`config.mk`:
```
export PLATFORM = sky130hd
export DESIGN_NAME = chirp_proc_seq
export DESIGN_NICKNAME = d
export VERILOG_FILES = /design/src/rtl/chirp_proc_pkg.sv /design/src/rtl/chirp_proc_delay.sv /design/src/rtl/chirp_proc_seq.sv
export SDC_FILE = /design/constraint.sdc
export NUM_CORES = 1
export LEC_CHECK = 0
export ABC_CLOCK_PERIOD_IN_PS = 4900
export BUFFER_PORTS_ARGS = -buffer_cell sky130_fd_sc_hd__buf_2
export CORE_ASPECT_RATIO = 1.4
export CORE_MARGIN = 8
export CORE_UTILIZATION = 55
export CTS_CLUSTER_SIZE = 25
export DETAILED_ROUTE_END_ITERATION = 7
export GPL_ROUTABILITY_DRIVEN = 0
export GPL_TIMING_DRIVEN = 0
export PLACE_DENSITY = 0.89
export SLEW_MARGIN = 10
export SYNTH_ARGS = -nofsm -noshare
export SYNTH_HDL_FRONTEND = slang
export SYNTH_HIERARCHICAL = 1
export SYNTH_SLANG_ARGS = --single-unit
```
`constraint.sdc`:
```
create_clock -name clk -period 4.9 [get_ports clk]
set_clock_uncertainty 0.05 [all_clocks]
set_input_delay 0.98 -clock clk [delete_from_list [all_inputs] [get_ports clk]]
set_output_delay 0.98 -clock clk [all_outputs]
set_load 0.05 [all_outputs]
```
`src/rtl/chirp_proc_pkg.sv`:
```
// Shared chirp-processing types and default constants.
// Holds the sequencer state encoding and a saturating counter helper.
package chirp_proc_pkg;

   localparam int unsigned DEF_READ_RAM_WIDTH = 128;
   localparam int unsigned DEF_ADDR_WIDTH     = 14;
   localparam int unsigned DEF_RAM_RD_LAT     = 2;
   localparam int unsigned DEF_GAP_CYCLES     = 4;
   localparam int unsigned DEF_DRAIN_TIMEOUT  = 1023;
   localparam int unsigned CNT_W              = 10;

   localparam logic [CNT_W-1:0] CNT_MAX = '1;

   typedef enum logic [2:0] {
      ST_IDLE,
      ST_ISSUE,
      ST_DRAIN,
      ST_GAP,
      ST_DONE
   } state_t;

   // Increment by one when en is set, holding at the all-ones value.
   function automatic logic [CNT_W-1:0] sat_inc(input logic [CNT_W-1:0] v, input logic en);
      return (en && (v != CNT_MAX)) ? v + CNT_W'(1) : v;
   endfunction

endpackage

```
`src/rtl/chirp_proc_delay.sv`:
```
// Fixed-depth register pipeline used to align read strobes with RAM data.
// Every stage clears on reset so in-flight strobes are discarded.
module chirp_proc_delay #(
   parameter int unsigned DEPTH = 2,
   parameter int unsigned WIDTH = 1
)(
   input  logic             clk,
   input  logic             rst_n,
   input  logic [WIDTH-1:0] din,
   output logic [WIDTH-1:0] dout
);

   if (DEPTH == 0) begin : g_bypass
      assign dout = din;
   end else begin : g_pipe
      logic [WIDTH-1:0] pipe [DEPTH];

      always_ff @(posedge clk or negedge rst_n) begin
         if (!rst_n) begin
            for (int i = 0; i < int'(DEPTH); i++) pipe[i] <= '0;
         end else begin
            pipe[0] <= din;
            for (int i = 1; i < int'(DEPTH); i++) pipe[i] <= pipe[i-1];
         end
      end

      assign dout = pipe[DEPTH-1];
   end

endmodule

```
`src/rtl/chirp_proc_seq.sv`:
```
// Frame sequencer: reads row_cnt RAM rows per chirp, streams them to the
// chirp datapath, waits for the datapath to drain, then gaps before the next chirp.
module chirp_proc_seq
   import chirp_proc_pkg::*;
#(
   parameter int unsigned READ_RAM_WIDTH = DEF_READ_RAM_WIDTH,
   parameter int unsigned ADDR_WIDTH     = DEF_ADDR_WIDTH,
   parameter int unsigned RAM_RD_LAT     = DEF_RAM_RD_LAT,
   parameter int unsigned GAP_CYCLES     = DEF_GAP_CYCLES,
   parameter int unsigned DRAIN_TIMEOUT  = DEF_DRAIN_TIMEOUT
)(
   input  logic                      clk,
   input  logic                      rst_n,
   input  logic                      i_start,
   input  logic [ADDR_WIDTH-1:0]     i_base_addr,
   input  logic [CNT_W-1:0]          i_row_cnt,
   input  logic [CNT_W-1:0]          i_chirp_cnt,
   output logic                      o_ram_rd_en,
   output logic [ADDR_WIDTH-1:0]     o_ram_addr,
   input  logic [READ_RAM_WIDTH-1:0] i_ram_rdata,
   output logic [READ_RAM_WIDTH-1:0] o_x0,
   output logic                      o_x0_valid,
   output logic                      o_x0_last,
   input  logic                      i_y0_valid,
   output logic [CNT_W-1:0]          o_chirp_idx,
   output logic                      o_busy,
   output logic                      o_done,
   output logic                      o_err
);

   localparam int unsigned TO_W  = $clog2(DRAIN_TIMEOUT + 1);
   localparam int unsigned GAP_W = $clog2(GAP_CYCLES + 1);

   state_t                  state;
   logic [ADDR_WIDTH-1:0]   addr_q;
   logic [CNT_W-1:0]        row_cnt;
   logic [CNT_W-1:0]        chirp_cnt;
   logic [CNT_W-1:0]        row;
   logic [CNT_W-1:0]        y_cnt;
   logic [TO_W-1:0]         to_cnt;
   logic [GAP_W-1:0]        gap_cnt;
   logic                    rd_last;
   logic [1:0]              dly_out;
   logic                    start_ok;
   logic                    gap_end;
   logic                    last_chirp;
   logic                    issue_entry;
   logic                    drain_met;
   logic                    drain_to;

   assign start_ok    = (state == ST_IDLE) && i_start;
   assign gap_end     = (state == ST_GAP) && (gap_cnt == GAP_W'(GAP_CYCLES - 1));
   assign last_chirp  = (o_chirp_idx == chirp_cnt - CNT_W'(1));
   assign issue_entry = (start_ok && (i_row_cnt != '0) && (i_chirp_cnt != '0)) ||
                        (gap_end && !last_chirp);
   assign drain_met   = (y_cnt >= row_cnt);
   assign drain_to    = (to_cnt == TO_W'(DRAIN_TIMEOUT - 1));

   // Sequencer; addr_q walks linearly from the base across all chirps of the frame.
   always_ff @(posedge clk or negedge rst_n) begin
      if (!rst_n) begin
         state       <= ST_IDLE;
         addr_q      <= '0;
         row_cnt     <= '0;
         chirp_cnt   <= '0;
         row         <= '0;
         to_cnt      <= '0;
         gap_cnt     <= '0;
         rd_last     <= 1'b0;
         o_ram_rd_en <= 1'b0;
         o_ram_addr  <= '0;
         o_chirp_idx <= '0;
         o_busy      <= 1'b0;
         o_done      <= 1'b0;
         o_err       <= 1'b0;
      end else begin
         o_ram_rd_en <= 1'b0;
         rd_last     <= 1'b0;
         o_done      <= 1'b0;
         case (state)
            ST_IDLE: begin
               if (start_ok) begin
                  addr_q      <= i_base_addr;
                  row_cnt     <= i_row_cnt;
                  chirp_cnt   <= i_chirp_cnt;
                  row         <= '0;
                  o_chirp_idx <= '0;
                  o_err       <= 1'b0;
                  o_busy      <= 1'b1;
                  state       <= issue_entry ? ST_ISSUE : ST_DONE;
               end
            end
            ST_ISSUE: begin
               o_ram_rd_en <= 1'b1;
               o_ram_addr  <= addr_q;
               addr_q      <= addr_q + ADDR_WIDTH'(1);
               row         <= row + CNT_W'(1);
               rd_last     <= (row == row_cnt - CNT_W'(1));
               if (row == row_cnt - CNT_W'(1)) begin
                  to_cnt <= '0;
                  state  <= ST_DRAIN;
               end
            end
            ST_DRAIN: begin
               if (drain_met || drain_to) begin
                  if (!drain_met) o_err <= 1'b1;
                  gap_cnt <= '0;
                  state   <= ST_GAP;
               end else begin
                  to_cnt <= to_cnt + TO_W'(1);
               end
            end
            ST_GAP: begin
               if (gap_end) begin
                  if (last_chirp) begin
                     state <= ST_DONE;
                  end else begin
                     o_chirp_idx <= o_chirp_idx + CNT_W'(1);
                     row         <= '0;
                     state       <= ST_ISSUE;
                  end
               end else begin
                  gap_cnt <= gap_cnt + GAP_W'(1);
               end
            end
            ST_DONE: begin
               o_done <= 1'b1;
               o_busy <= 1'b0;
               state  <= ST_IDLE;
            end
            default: state <= ST_IDLE;
         endcase
      end
   end

   // Datapath completions; a pulse on the entry edge belongs to the new chirp.
   always_ff @(posedge clk or negedge rst_n) begin
      if (!rst_n) begin
         y_cnt <= '0;
      end else if (issue_entry) begin
         y_cnt <= CNT_W'(i_y0_valid);
      end else begin
         y_cnt <= sat_inc(y_cnt, i_y0_valid);
      end
   end

   chirp_proc_delay #(
      .DEPTH (RAM_RD_LAT),
      .WIDTH (2)
   ) u_rd_dly (
      .clk   (clk),
      .rst_n (rst_n),
      .din   ({o_ram_rd_en, rd_last}),
      .dout  (dly_out)
   );

   // Capture RAM data in the cycle it is valid; adds the final stage of latency.
   always_ff @(posedge clk or negedge rst_n) begin
      if (!rst_n) begin
         o_x0       <= '0;
         o_x0_valid <= 1'b0;
         o_x0_last  <= 1'b0;
      end else begin
         o_x0_valid <= dly_out[1];
         o_x0_last  <= dly_out[1] & dly_out[0];
         if (dly_out[1]) o_x0 <= i_ram_rdata;
      end
   end

endmodule

```
; Word level (Yosys, flattened, before mapping)
; Cells that the tools add are included.
; W data, S select, Z words.
[word_totals]
register_bits = 233
out_inout_bits = 158
elab_cells = 109
input_bits = 166
[op_classes]
n_addsub = 8
reduce_logical = 29
magnitude_cmp = 1
mux = 33
n_bitwise = 1
eq_ne = 17
[ops]
columns = operator, n
row1 = $mux W10, 9
row2 = $add A10 B1 Y10 const B, 4
row3 = $pmux W10 S2, 2
row4 = $pmux W10 S3, 1
row5 = $pmux W14 S2, 1
row6 = $mux W3, 8
row7 = $eq A10 B10 Y1, 2
row8 = $reduce_bool A10 Y1, 2
row9 = $sub A10 B1 Y10 const B, 2
row10 = $ne A2 B2 Y1 const B, 8
row11 = $reduce_and A4 Y1, 4
row12 = $add A14 B1 Y14 const B, 1
row13 = $mux W14, 1
row14 = $reduce_bool A2 Y1, 7
row15 = $pmux W3 S4, 1
row16 = $eq A10 B10 Y1 const B, 1
row17 = $ge A10 B10 Y1, 1
row18 = $ne A10 B10 Y1 const B, 1
row19 = $eq A3 B2 Y1 const B, 3
row20 = $mux W1, 7
row21 = $logic_and A1 B1 Y1, 6
row22 = $pmux W3 S2, 1
row23 = $reduce_and A2 Y1, 3
row24 = $reduce_and A3 Y1, 2
row25 = other kinds (9), 11

; Logic depth before layout (Yosys ltp)
[logic_depth]
depth_word = 8
ltp_mapped = 11
ltp_nobuf = 9

; Cells and area by module
; Netlist, hierarchy kept.
[modules_own_cells]
columns = mod, seq_area_each_um2, n_inst, area_per_inst_um2, cells_each
row1 = chirp_proc_seq, 5730.5, 1, 10249.8, 888
row2 = chirp_proc_delay, 100.1, 1, 115.1, 6

; Least setup slack after synthesis
; Ideal clock, no wire load.
[synth_timing]
kind = in2reg
from = input port i_chirp_cnt[7]
to = register y_cnt[0]
n_path_buf = 0
setup_time_ps = 125
stages = 4
slack_ps = 2222
required_ps = 4725
arrival_ps = 2504
path_cell_list = or4_1 o41ai_1 o21ai_2 mux2_2
[synth_between]
elab_chain_cells = 4
word_cells_on_any_way = 5
classes_between = mux (1) / reduce/logical (4)
[synth_lines]
columns = item, line_no
row1 = start: declaration, chirp_proc_seq.sv:17  ; input logic [CNT_W-1:0] i_chirp_cnt,
row2 = $reduce_bool A10 Y1 *, chirp_proc_seq.sv:54  ; assign issue_entry = (start_ok && (i_row_cnt != '0) && (i_chirp_cnt != '0)) ||
row3 = $logic_and A1 B1 Y1 *, chirp_proc_seq.sv:54
row4 = $logic_or A1 B1 Y1 *, chirp_proc_seq.sv:54
row5 = $mux W10 or $reduce_bool A2 Y1 (tied branches), -
row6 = end signal: assignment, chirp_proc_seq.sv:141  ; y_cnt <= CNT_W'(i_y0_valid);
row7 = end signal: assignment, chirp_proc_seq.sv:143  ; y_cnt <= sat_inc(y_cnt, i_y0_valid);
row8 = end: declaration, chirp_proc_seq.sv:39  ; logic [CNT_W-1:0] y_cnt;
; Every way passes the cells marked *; elsewhere a longest branch is shown, timed or not.
; A chain may end at the register's enable or synchronous reset.

; Worst setup path after layout
[layout_timing]
from = register chirp_cnt[0]
to = register y_cnt[0]
[layout_between]
elab_chain_cells = 6
word_cells_on_any_way = 7
classes_between = add/sub (1) / eq/ne (1) / mux (1) / reduce/logical (4)
[layout_lines]
columns = item, line_no
row1 = start: declaration, chirp_proc_seq.sv:37  ; logic [CNT_W-1:0] chirp_cnt;
row2 = start signal: assignment, chirp_proc_seq.sv:85  ; chirp_cnt <= i_chirp_cnt;
row3 = $sub A10 B1 Y10 *, chirp_proc_seq.sv:53  ; assign last_chirp = (o_chirp_idx == chirp_cnt - CNT_W'(1));
row4 = $eq A10 B10 Y1 *, chirp_proc_seq.sv:53
row5 = $logic_not A1 Y1 *, chirp_proc_seq.sv:55  ; (gap_end && !last_chirp);
row6 = $logic_and A1 B1 Y1 *, chirp_proc_seq.sv:55
row7 = $logic_or A1 B1 Y1 *, chirp_proc_seq.sv:54
row8 = $mux W10 or $reduce_bool A2 Y1 (tied branches), -
; Marked as above.

==> results.cfg <==
[outcome]
outcome = finished, final reports clean

[layout]
final_cell_area_mm2 = 0.0131
drive_gt1_frac = 0.411
syn2layout_area_growth_pct = 26.8
nets = 1430

[synth]
synth_most_common_cell = dfrtp_1
synthCells = 894
synth-xor-area-share = 0.0363
synthAdderAreaFrac = 0.0241
synth-seq-cells = 233
yosysTopAreaCell = dfrtp_1
yosys-top-cells-count = dfrtp_1, mux2_2, nand2_1, nor2_1, a21oi_1
synth_compound_area_frac = 0.0835
muxShareOfSynthArea = 0.141
ys_warn_count = 6
seq_area_frac_synth = 0.563
syn_area_per_cell_um2 = 11.6
synth_edf_count = 0
synth_cell_types = 59
synth-simple-area-share = 0.126
ys_dominant_reg_cell = dfrtp_1
synth_top_family_by_area = multiplexers
synthTopCellsByArea = dfrtp_1, mux2_2, nand2_1
synth_nets = 1080
synth_top_area_frac = 0.563
synth_async_sr_flop_share = 1.00
netlist_area_mm2 = 0.0104

[hold_path]
min_path_type = flop to flop
min_to = u_rd_dly/dout[1]
hold_start = u_rd_dly/g_pipe.pipe[3]
min_path_cells = 0

[route]
wl_um = 33300
drt-pass1-iter-count = 5
drt_iter0_drc = 598
avgViaCountPerCell = 5.64
ant_nets = 0
vias = 8487
wl_per_cell_um = 22.1
drc_errors = 0

[placement]
hpwl_um = 25600
placed_cell_area_mm2 = 0.0124
portBuffers = 323

[setup_path]
rrSetupSlack_ns = 1.84
worstSetupPathType = flop to flop
cp_top_family = compound AO/OA/AOI/OAI gates
path_cells = inv_1, ha_1, nor3b_1, a221o_1, nand2_1, a31oi_1, nor2_1, o21ai_2, mux2_2
crit_slowest_cell = nor3b_1
crit_path_end_kind = flop
cp.required_ns = 5.24
path_buf_inv = 1
crit_path_max_incr_delay_ns = 0.47
worstSetupStartpointType = flop
critPathMaxFanout = 10
rr_worst_depth = 9
r2r-end = y_cnt[0]
arrival_ns = 3.40
worstReg2RegStart = chirp_cnt[0]

[timing]
worst_pin_slew_ns = 1.08
tns_ns = 0
finalSetupViolCount = 0
fmax_mhz = 327
finalCritPeriodShare = 0.624
whs_ns = 0.297
slew_headroom = 0.273
post-route-min-period_ns = 3.06
rsz0062_at_grt = false
final_max_slew_viol_count = 0
hold_violations = 0

[clocking]
clock_sinks = 233
insertion_delay_ns = 0.51
h-tree-depth = 1
cts_buffers = 23
ctsResizeCount = 0
cts_buffer_depth = 3
clk_pin_slew_worst_paths_ns = 0.06
cts-root-buf = clkbuf_16
cts_hold_buf = 0
cts_setup_buffers = 0
cts_tree = done

[floorplanning]
die_h_um = 178
io_pins = 324
dieArea_mm2 = 0.0236
fp.dieW_um = 132
initial_core_util = 0.559
std_cell_rows = 59
coreArea_mm2 = 0.0185

[pwr]
p_leak_nw = 6.34
powerDensity_mw_per_mm2 = 827
peakVddDrop_uv = 360

[global_routing]
antenna_found_initial = 4
grt_use_total = 0.280
grt_pass1_wl_um = 51100
grt_overflow = 0
grt_pass1_vias = 8789
grt_max_degree = 101

[flow_run]
cap_violations = 0
[metal layers]
| metal | up-vias | share of wire | routed length [um] | track usage |
|---|---|---|---|---|
| met5 | - | 0.00033 | 11 | 0 |
| met2 | 404 | 0.49 | 16400 | 0.481 |
| li1 | 3851 | - | - | - |
| met4 | 2 | 0.048 | 1590 | 0.133 |
| met1 | 4146 | 0.34 | 11400 | 0.290 |
| met3 | 84 | 0.12 | 3870 | 0.123 |
[state kept, by name, summed over array words and instances (netlist names), 10 cells and up]
name,cells
to_cnt,10
o_ram_addr,14
y_cnt,10
addr_q,14
o_x0,128
row,10
row_cnt,10
chirp_cnt,10
o_chirp_idx,10
[where the power goes]
part	internal [mW]	total, mW	leakage [nW]	switching, mW
clock	1.08	1.84	0.377	0.756
sequential	2.76	3.32	2.83	0.561
combinational	1.62	5.70	3.13	4.08
[cell type report]
class                           count  area (um^2)
Tap cell                          244          305
Clock buffer                       28          634
Multi-Input combinational cell    597         4260
Timing Repair Buffer              325         1680
Inverter                           26         97.6
Buffer                             38          173
Fill cell                        1301         5390
Sequential cell                   233         5830
Antenna cell                        3         7.51
Clock inverter                     11          149
[through the flow]
stage / cells / util / power, mW / setup WS, ns
after floorplan: 894 / - / 7.39 / 2.22
after global placement: 1461 / 0.663 / 8.82 / -1.14
after detailed placement: 1463 / 0.667 / 9.01 / 1.71
after CTS: 1502 / 0.709 / 10.9 / 1.85
after global routing: 1504 / 0.709 / 11.4 / 1.64
final: 1505 / 0.709 / 10.9 / 1.84
[kinds of logic after synthesis]
group	Yosys count
flip-flops	233
AO/OA/AOI/OAI	132
XOR/XNOR	43
multiplexers	130
AND/OR/NAND/NOR	272
adder cells (fa/ha/maj)	20
buffers and inverters	64
[how the worst max path moves through the flow]
stage	startpoint	to	slack (ns)	cells after the start
floorplan	i_chirp_cnt[7]	y_cnt[0]	2.22	4
global route	row_cnt[0]	to_cnt[1]	1.64	9
detailed placement	i_chirp_cnt[7]	y_cnt[0]	1.71	5
CTS	row_cnt[0]	to_cnt[1]	1.85	9
finish	chirp_cnt[0]	y_cnt[0]	1.84	9
global placement	rst_n	o_x0[102]	-1.14	1
[placed cells by master, fill, tap and decap left out, types with 11 or more instances in the layout]
| cell type | instances |
|---|---|
| mux2_2 | 130 |
| nand3_1 | 22 |
| and3_1 | 17 |
| buf_2 | 324 |
| nor3_1 | 12 |
| clkbuf_1 | 32 |
| xor2_1 | 20 |
| a21oi_1 | 35 |
| xnor2_1 | 23 |
| nor2_1 | 48 |
| o21ai_0 | 30 |
| inv_1 | 26 |
| ha_1 | 20 |
| nand4_1 | 11 |
| clkbuf_16 | 23 |
| dfrtp_1 | 233 |
| nand2_1 | 109 |
No activity file was read; power rests on OpenSTA's default activity.
